==> src/rtl/muldiv_pkg.sv <==
// Shared encodings for the multi-cycle multiply/divide unit: opcodes,
// controller states and the divide-by-zero quotient value.
package muldiv_pkg;

  typedef enum logic [1:0] {
    OP_MULT  = 2'b00,
    OP_MULTU = 2'b01,
    OP_DIV   = 2'b10,
    OP_DIVU  = 2'b11
  } op_e;

  typedef enum logic [1:0] {
    IDLE = 2'd0,
    CALC = 2'd1,
    FIX  = 2'd2
  } state_e;

  localparam logic [31:0] DIV0_LO = 32'hFFFF_FFFF;

  function automatic logic op_is_div(input op_e op);
    return (op == OP_DIV) || (op == OP_DIVU);
  endfunction

  function automatic logic op_is_signed(input op_e op);
    return (op == OP_MULT) || (op == OP_DIV);
  endfunction

endpackage

==> src/rtl/muldiv_step.sv <==
// One combinational iteration: shift-add for multiply, restoring
// shift-subtract for divide, both over a 2*WIDTH accumulator.
module muldiv_step #(
  parameter int WIDTH = 32
) (
  input  logic [2*WIDTH-1:0] acc,
  input  logic [WIDTH-1:0]   opnd,
  input  logic               is_div,
  output logic [2*WIDTH-1:0] acc_next
);

  logic [WIDTH:0]   mul_sum;
  logic [WIDTH:0]   rem_sh;
  logic [WIDTH:0]   trial;
  logic [WIDTH-1:0] rem_next;
  logic             q_bit;

  // Multiply: acc = {partial product, remaining multiplier bits}.
  // Divide:   acc = {partial remainder, remaining dividend / quotient bits}.
  // NOTE: every always_comb output gets a default first so no path can infer a latch.
  always_comb begin
    mul_sum  = '0;
    rem_sh   = '0;
    trial    = '0;
    rem_next = '0;
    q_bit    = 1'b0;
    acc_next = acc;
    if (is_div) begin
      rem_sh = {acc[2*WIDTH-1:WIDTH], acc[WIDTH-1]};
      trial  = rem_sh - {1'b0, opnd};
      if (trial[WIDTH]) begin
        rem_next = rem_sh[WIDTH-1:0];
        q_bit    = 1'b0;
      end else begin
        rem_next = trial[WIDTH-1:0];
        q_bit    = 1'b1;
      end
      acc_next = {rem_next, acc[WIDTH-2:0], q_bit};
    end else begin
      mul_sum  = {1'b0, acc[2*WIDTH-1:WIDTH]} + {1'b0, (acc[0] ? opnd : {WIDTH{1'b0}})};
      acc_next = {mul_sum, acc[WIDTH-1:1]};
    end
  end

endmodule

==> src/rtl/muldiv_unit.sv <==
// EX-stage multi-cycle MULT/MULTU/DIV/DIVU unit owning HI/LO; stalls the
// pipeline while an operation is in flight.
module muldiv_unit
  import muldiv_pkg::*;
#(
  parameter int WIDTH = 32,
  parameter int CNT_W = 6
) (
  input  logic             clk,
  input  logic             rst_n,
  input  logic             start,
  input  logic [1:0]       op,
  input  logic [WIDTH-1:0] rs_val,
  input  logic [WIDTH-1:0] rt_val,
  input  logic             mthi,
  input  logic             mtlo,
  input  logic             hilo_read,
  output logic [WIDTH-1:0] hi,
  output logic [WIDTH-1:0] lo,
  output logic             busy,
  output logic             done,
  output logic             stall
);

  state_e             state, state_nxt;
  logic [CNT_W-1:0]   cnt;
  logic [2*WIDTH-1:0] acc, acc_step;
  logic [WIDTH-1:0]   opnd;
  logic               is_div, neg_q, neg_r, div0;

  op_e                op_in;
  logic               in_signed, in_div, rs_neg, rt_neg, last_iter;
  logic [WIDTH-1:0]   rs_mag, rt_mag;
  logic [2*WIDTH-1:0] prod_fix;
  logic [WIDTH-1:0]   quo_fix, rem_fix;

  assign op_in     = op_e'(op);
  assign in_signed = op_is_signed(op_in);
  assign in_div    = op_is_div(op_in);
  assign rs_neg    = in_signed & rs_val[WIDTH-1];
  assign rt_neg    = in_signed & rt_val[WIDTH-1];
  assign rs_mag    = rs_neg ? -rs_val : rs_val;
  assign rt_mag    = rt_neg ? -rt_val : rt_val;
  assign last_iter = (cnt == CNT_W'(WIDTH - 1));

  assign busy  = (state != IDLE);
  assign stall = busy & (start | hilo_read | mthi | mtlo);

  muldiv_step #(.WIDTH(WIDTH)) u_step (
    .acc      (acc),
    .opnd     (opnd),
    .is_div   (is_div),
    .acc_next (acc_step)
  );

  // With a zero divisor the remainder ends up as |dividend|, so the normal
  // remainder sign fix already restores the raw dividend for HI.
  assign prod_fix = neg_q ? -acc : acc;
  assign quo_fix  = neg_q ? -acc[WIDTH-1:0] : acc[WIDTH-1:0];
  assign rem_fix  = neg_r ? -acc[2*WIDTH-1:WIDTH] : acc[2*WIDTH-1:WIDTH];

  always_ff @(posedge clk or negedge rst_n) begin
    if (!rst_n) state <= IDLE;
    else        state <= state_nxt;
  end

  // NOTE: combinational blocks use blocking '=', clocked blocks use non-blocking '<='.
  always_comb begin
    state_nxt = state;
    case (state)
      IDLE:    if (start) state_nxt = CALC;
      CALC:    if (last_iter) state_nxt = FIX;
      FIX:     state_nxt = IDLE;
      default: state_nxt = IDLE;
    endcase
  end

  // NOTE: the accumulators are plain flops, so they reset with everything else;
  // a reset mid-operation therefore leaves no partial result behind.
  always_ff @(posedge clk or negedge rst_n) begin
    if (!rst_n) begin
      cnt    <= '0;
      acc    <= '0;
      opnd   <= '0;
      is_div <= 1'b0;
      neg_q  <= 1'b0;
      neg_r  <= 1'b0;
      div0   <= 1'b0;
      hi     <= '0;
      lo     <= '0;
      done   <= 1'b0;
    end else begin
      done <= 1'b0;
      case (state)
        IDLE: begin
          if (start) begin
            cnt    <= '0;
            is_div <= in_div;
            div0   <= in_div & (rt_val == '0);
            neg_q  <= rs_neg ^ rt_neg;
            neg_r  <= rs_neg;
            if (in_div) begin
              acc  <= {{WIDTH{1'b0}}, rs_mag};
              opnd <= rt_mag;
            end else begin
              acc  <= {{WIDTH{1'b0}}, rt_mag};
              opnd <= rs_mag;
            end
          end else begin
            if (mthi) hi <= rs_val;
            if (mtlo) lo <= rs_val;
          end
        end
        CALC: begin
          acc <= acc_step;
          cnt <= cnt + CNT_W'(1);
        end
        FIX: begin
          done <= 1'b1;
          if (is_div) begin
            lo <= div0 ? WIDTH'(DIV0_LO) : quo_fix;
            hi <= rem_fix;
          end else begin
            {hi, lo} <= prod_fix;
          end
        end
        default: ;
      endcase
    end
  end

endmodule
==> config.mk <==
export PLATFORM = sky130hd
export DESIGN_NAME = muldiv_unit
export DESIGN_NICKNAME = d
export VERILOG_FILES = /design/src/rtl/muldiv_pkg.sv /design/src/rtl/muldiv_step.sv /design/src/rtl/muldiv_unit.sv
export SDC_FILE = /design/constraint.sdc
export NUM_CORES = 1
export LEC_CHECK = 0
export CAP_MARGIN = 20
export CORE_ASPECT_RATIO = 0.5
export CORE_MARGIN = 10
export CORE_UTILIZATION = 24
export CTS_CLUSTER_SIZE = 30
export DETAILED_ROUTE_END_ITERATION = 8
export PLACE_DENSITY_LB_ADDON = 0.25
export SLEW_MARGIN = 30
export SYNTH_ARGS = -nofsm -noshare
export SYNTH_HDL_FRONTEND = slang
export SYNTH_HIERARCHICAL = 1
export SYNTH_SLANG_ARGS = --single-unit
export TNS_END_PERCENT = 1
==> constraint.sdc <==
create_clock -name clk -period 3.8 [get_ports clk]
set_clock_uncertainty 0.05 [all_clocks]
set_input_delay 0.76 -clock clk [delete_from_list [all_inputs] [get_ports clk]]
set_output_delay 0.76 -clock clk [all_outputs]
set_load 0.03 [all_outputs]
# --- Word-level counts from Yosys, hierarchy flattened ---
# Cells that the tools add are included.
word_totals:
  ff_bits: 173
  input_bits: 72
  romBits: 0
  memories: 0
  wordCells: 78
  latch_bits: 0
  out_inout_bits: 67
  ramBits: 0
classes:
  n_addsub: 8
  reduce_logical: 13
  n_bitwise: 8
  n_eq_ne: 10
  n_shift: 0
  magnitude_cmp: 0
  muxes: 28
  n_mul: 0
  n_div: 0
op_table:
  columns: ["op", "count"]
  rows:
  - ["2-to-1 mux 32 bit", 15]
  - ["2-to-1 mux 64 bit", 3]
  - ["negator 32 bit", 4]
  - ["one-hot mux 32 bit (2 select lines)", 2]
  - ["one-hot mux 64 bit (2 select lines)", 1]
  - ["negator 64 bit", 1]
  - ["adder 32 x 32 -> 33 bit", 1]
  - ["subtractor 33 x 32 -> 33 bit", 1]
  - ["logical NOT 32 bit", 1]
  - ["one-hot mux 6 bit (2 select lines)", 1]
  - ["!= test 2 bit (second input constant)", 5]
  - ["adder 6 x 1 -> 6 bit (second input constant)", 1]
  - ["== test 2 bit (second input constant)", 3]
  - ["== test 6 x 5 -> 1 bit (second input constant)", 1]
  - ["2-to-1 mux 6 bit", 1]
  - ["AND reduction 2 bit", 3]
  - ["AND reduction 3 bit", 2]
  - ["nonzero test 2 bit", 3]
  - ["AND 1 bit", 4]
  - ["logical NOT 2 bit", 2]
  - ["2-to-1 mux 2 bit", 2]
  - ["one-hot mux 2 bit (2 select lines)", 1]
  - ["OR 1 bit", 3]
  - ["== test 2 x 1 -> 1 bit (second input constant)", 1]
  - ["other kinds (3)", 5]

# --- Logic depth before layout (Yosys ltp) ---
logic_depth:
  ltp_word: 7
  depth_mapped: 16
  ltp_nobuf: 14

# --- Hierarchy ---
# The synthesis kept the hierarchy.
by_module_without_submodules:
  columns: ["mod", "instances", "cells_each", "area_each_um2", "seq_area_each_um2"]
  rows:
  - ["muldiv_unit", 1, 1295, 11239.5, 4329.2]
  - ["muldiv_step", 1, 688, 4820.9, 0.0]

# --- Least setup slack after synthesis ---
# No wires, ideal clock.
synth_timing:
  kind: "register to register"
  start: "reg acc[0]"
  end: "reg acc[63]"
  arrival_time_ns: 3.183
  slack_ns: 0.434
  synth_period_minus_slack_ns: 3.366
  path_stages_with_launch: 16
  required_time_ns: 3.617
  setup_ns: 0.133
  n_path_buf: 1
  cell_sequence: "dfrtp_1 -> clkbuf_1 -> and2_1 -> ha_1 -> fa_1 -> a211oi_2 -> o21a_1 -> o21bai_1 -> a2111oi_2 -> nor3_1 -> o41ai_2 -> nor2_1 -> a2111oi_0 -> a21oi_1 -> nand2_1 -> o21ai_0"
synth_between:
  elab_chain_cells: 4
synth_rtl:
  columns: ["element", "line_no", "text"]
  rows:
  - ["start: declaration", "muldiv_unit.sv:27", "logic [2*WIDTH-1:0] acc, acc_step;"]
  - ["start signal: assignment", "muldiv_unit.sv:103", "acc <= {{WIDTH{1'b0}}, rs_mag};"]
  - ["start signal: assignment", "muldiv_unit.sv:106", "acc <= {{WIDTH{1'b0}}, rt_mag};"]
  - ["start signal: assignment", "muldiv_unit.sv:115", "acc <= acc_step;"]
  - ["2-to-1 mux 32 bit", "muldiv_step.sv:40", "mul_sum = {1'b0, acc[2*WIDTH-1:WIDTH]} + {1'b0, (acc[0] ? opnd : {WIDTH{1'b0}})};"]
  - ["adder 32 x 32 -> 33 bit", "muldiv_step.sv:40", null]
  - ["2-to-1 mux 64 bit", "muldiv_step.sv:28", "if (is_div) begin"]
  - ["net acc_step[63]", "muldiv_unit.sv:27", null]
  - ["one-hot mux 64 bit (2 select lines)", "muldiv_unit.sv:94", "case (state)"]
# The timed path passes the listed nets, and every way through them passes these cells.
# A chain may end at the register's enable or synchronous reset.

# --- Final worst setup path ---
# Same ends and word-level chain as after synthesis.

==> flow_summary.ini <==
[power]
total_power_mw = 16.5
powerDensity_nw_per_um2 = 846
ir_drop_mv = 0.502
p_leak_nw = 7.79

[sta]
tightest_slew_ns = 0.939
finalHoldViolations = 0
min_period_ns = 3.50
slew_headroom_pct = 37.2
slew_viol_final = 0
holdWs_ns = 0.251
setup_viol = 0
fmax_mhz = 285
fin_crit_sh_pct = 92.2
tns_ns = 0

[grt]
grt_pass1_wl_mm = 104
grtUsageTotal_pct = 17.3
grt_max_degree = 76
grt_pass1_vias = 15468
antenna_found_initial = 1
grt_overflow_total = 0

[clock_tree]
htreeDepth = 4
cts_setup_buffers = 0
cts_buffers = 17
cts_tree = built
clock_sinks = 173
clkTransAtPathRegs_ns = 0.08
clockBufferDepth = 2
clk-insertion-delay-late_ns = 0.48
cts-root-buf = clkbuf_16

[placed_design]
dpl.hpwl_mm = 55.2
port_buffers = 138
postPlaceCellArea_um2 = 18900
gp_congestion = 0.939

[hold_path]
hold_path.class = input port to asynchronous set/reset pin

[die]
die_x_um = 386
core_um2 = 65700
die_area_um2 = 78300
initial_core_util_pct = 24.5
ioPinCount = 139
die_y_um = 203
fp-row-count = 66

[setup_path]
cp.arrival_ns = 3.79
critPathRequiredTime_ns = 4.09
path_max_fanout = 31
crit_path_start_kind = flip-flop
crit_path_end_kind = flip-flop
worstSetupPathType = flip-flop to flip-flop
r2r.worst_path.cells = 14

[logic_synthesis]
yosysWarnings = 6
syn_nets = 2126
synth_ff_type = dfrtp_1
syn_area_um2 = 16100
postSynthCellCount = 1983
ys_seq_area_share_pct = 27.0
synth-async-reset-ratio_pct = 100
netlist-cell-type-count = 93
yosysTopAreaCellShare_pct = 27.0
synth_top_area_cell = dfrtp_1
syn_area_per_cell_um2 = 8.10
yosys-top-cells-area = dfrtp_1, ha_1, a21oi_1
synth-edff-count = 0
synth_seq_cells = 173

[routing]
wl_mm = 70.6
vias_per_cell = 5.41
drt_iter0_markers = 1634
dr.pass1.iters = 7
ant_nets = 0
vias = 16313
drc = 0
post_drt_wl_per_cell_um = 23.4

[final_layout]
drive_above_1_share_pct = 12.1
area_growth_pct = 21.7
final_cell_mix = nand2_1, dfrtp_1, a21oi_1
final_nets = 2263
post-route-cell-area_um2 = 19600
antenna-diode-count = 0
final_common_cell = nand2_1

[outcome]
status = finished clean

[flow_run]
max_cap_violations = 0
==> path summary, 6_finish.rpt <==
path / startpoint / to / slack, ns
min in group clk: cnt[5]$_DFFE_PN0P_ / state[1]$_DFFE_PN0P_ / 0.46
hold reg to reg: cnt[5]$_DFFE_PN0P_ / state[1]$_DFFE_PN0P_ / 0.46
max in group asynchronous: rst_n / hi[8]$_DFFE_PN0P_ / 2.56
setup reg to reg: acc[0]$_DFFE_PN0P_ / acc[63]$_DFFE_PN0P_ / 0.30
setup / recovery: acc[0]$_DFFE_PN0P_ / acc[63]$_DFFE_PN0P_ / 0.30
hold / removal: rst_n / state[0]$_DFFE_PN0P_ / 0.25
==> layer usage <==
metal / routed length [µm] / track usage (%)
met3: 4090 / 2.88
met4: 1310 / 3.89
met5: 13 / 0
met1: 32200 / 23.9
met2: 32900 / 28.0
==> area by class of cell <==
class	instances	area, µm²
clock buffers	17	425
clock inverters	15	170
fillers	7034	46100
inverters	66	248
multi-input cells	1615	11000
flip-flops and latches	173	4330
well taps	884	1110
repair buffers	247	2270
==> cell families after synthesis <==
logic type	share of synthesized area (%)
buffers and inverters	4.96
AOI/OAI and AO/OA	28.2
adders and majority gates	5.62
muxes	4.44
DFF	27.0
and+or+nand+nor	20.8
xor gates and xnor gates	9.00
==> timing repair <==
item                                    in CTS  in global routing
endpoints found under the setup margin       0                  3
hold buffers                                 0                  0
hold endpoints to repair                     0                  0
resized for setup                            0                  8
==> cells in the mapped netlist, types with 37 or more instances <==
master and n:
a221o_1 37, and2_1 37, xor2_1 79, inv_1 63, clkbuf_1 106, mux2_2 41
o21ai_0 142, nand2_1 195, nor3_1 53, a21oi_1 171, dfrtp_1 173, a21o_1 37
nor2_1 115, xnor2_1 86, ha_1 69
==> worst max-delay path, cell delays in order, from the launching register on <==
cell and delay [ns]:
dfrtp_1 0.41, buf_6 0.19, and2_1 0.19, fa_2 0.41, a211oi_2 0.24, o21a_1 0.19
o21bai_1 0.15, a2111oi_4 0.40, nor3_2 0.12, o41ai_2 0.44, nor2_1 0.11, a2111oi_2 0.23
a21oi_1 0.07, nand2_1 0.08, o21ai_0 0.07
==> flip-flops by register name, indices dropped and copies added (netlist names) <==
register,flops
div0,1
lo,32
neg_r,1
cnt,6
done,1
neg_q,1
acc,64
is_div,1
opnd,32
state,2
hi,32
==> per-stage QoR <==
step | utilization, % | worst slack (ns) | instances
finish | 29.8 | 0.297 | 3017
global route | 29.8 | -0.00171 | 3017
CTS | 29.7 | 0.0811 | 3017
detailed placement | 28.8 | 0.147 | 2985
global placement | 28.8 | 0.100 | 2985
floorplan | - | 0.434 | 1983
==> report_power, final <==
group          switching [mW]  internal, mW
clock network           0.969         0.888
logic                    6.55          4.53
registers                1.08          2.52
(Power assumes the default switching activity.)
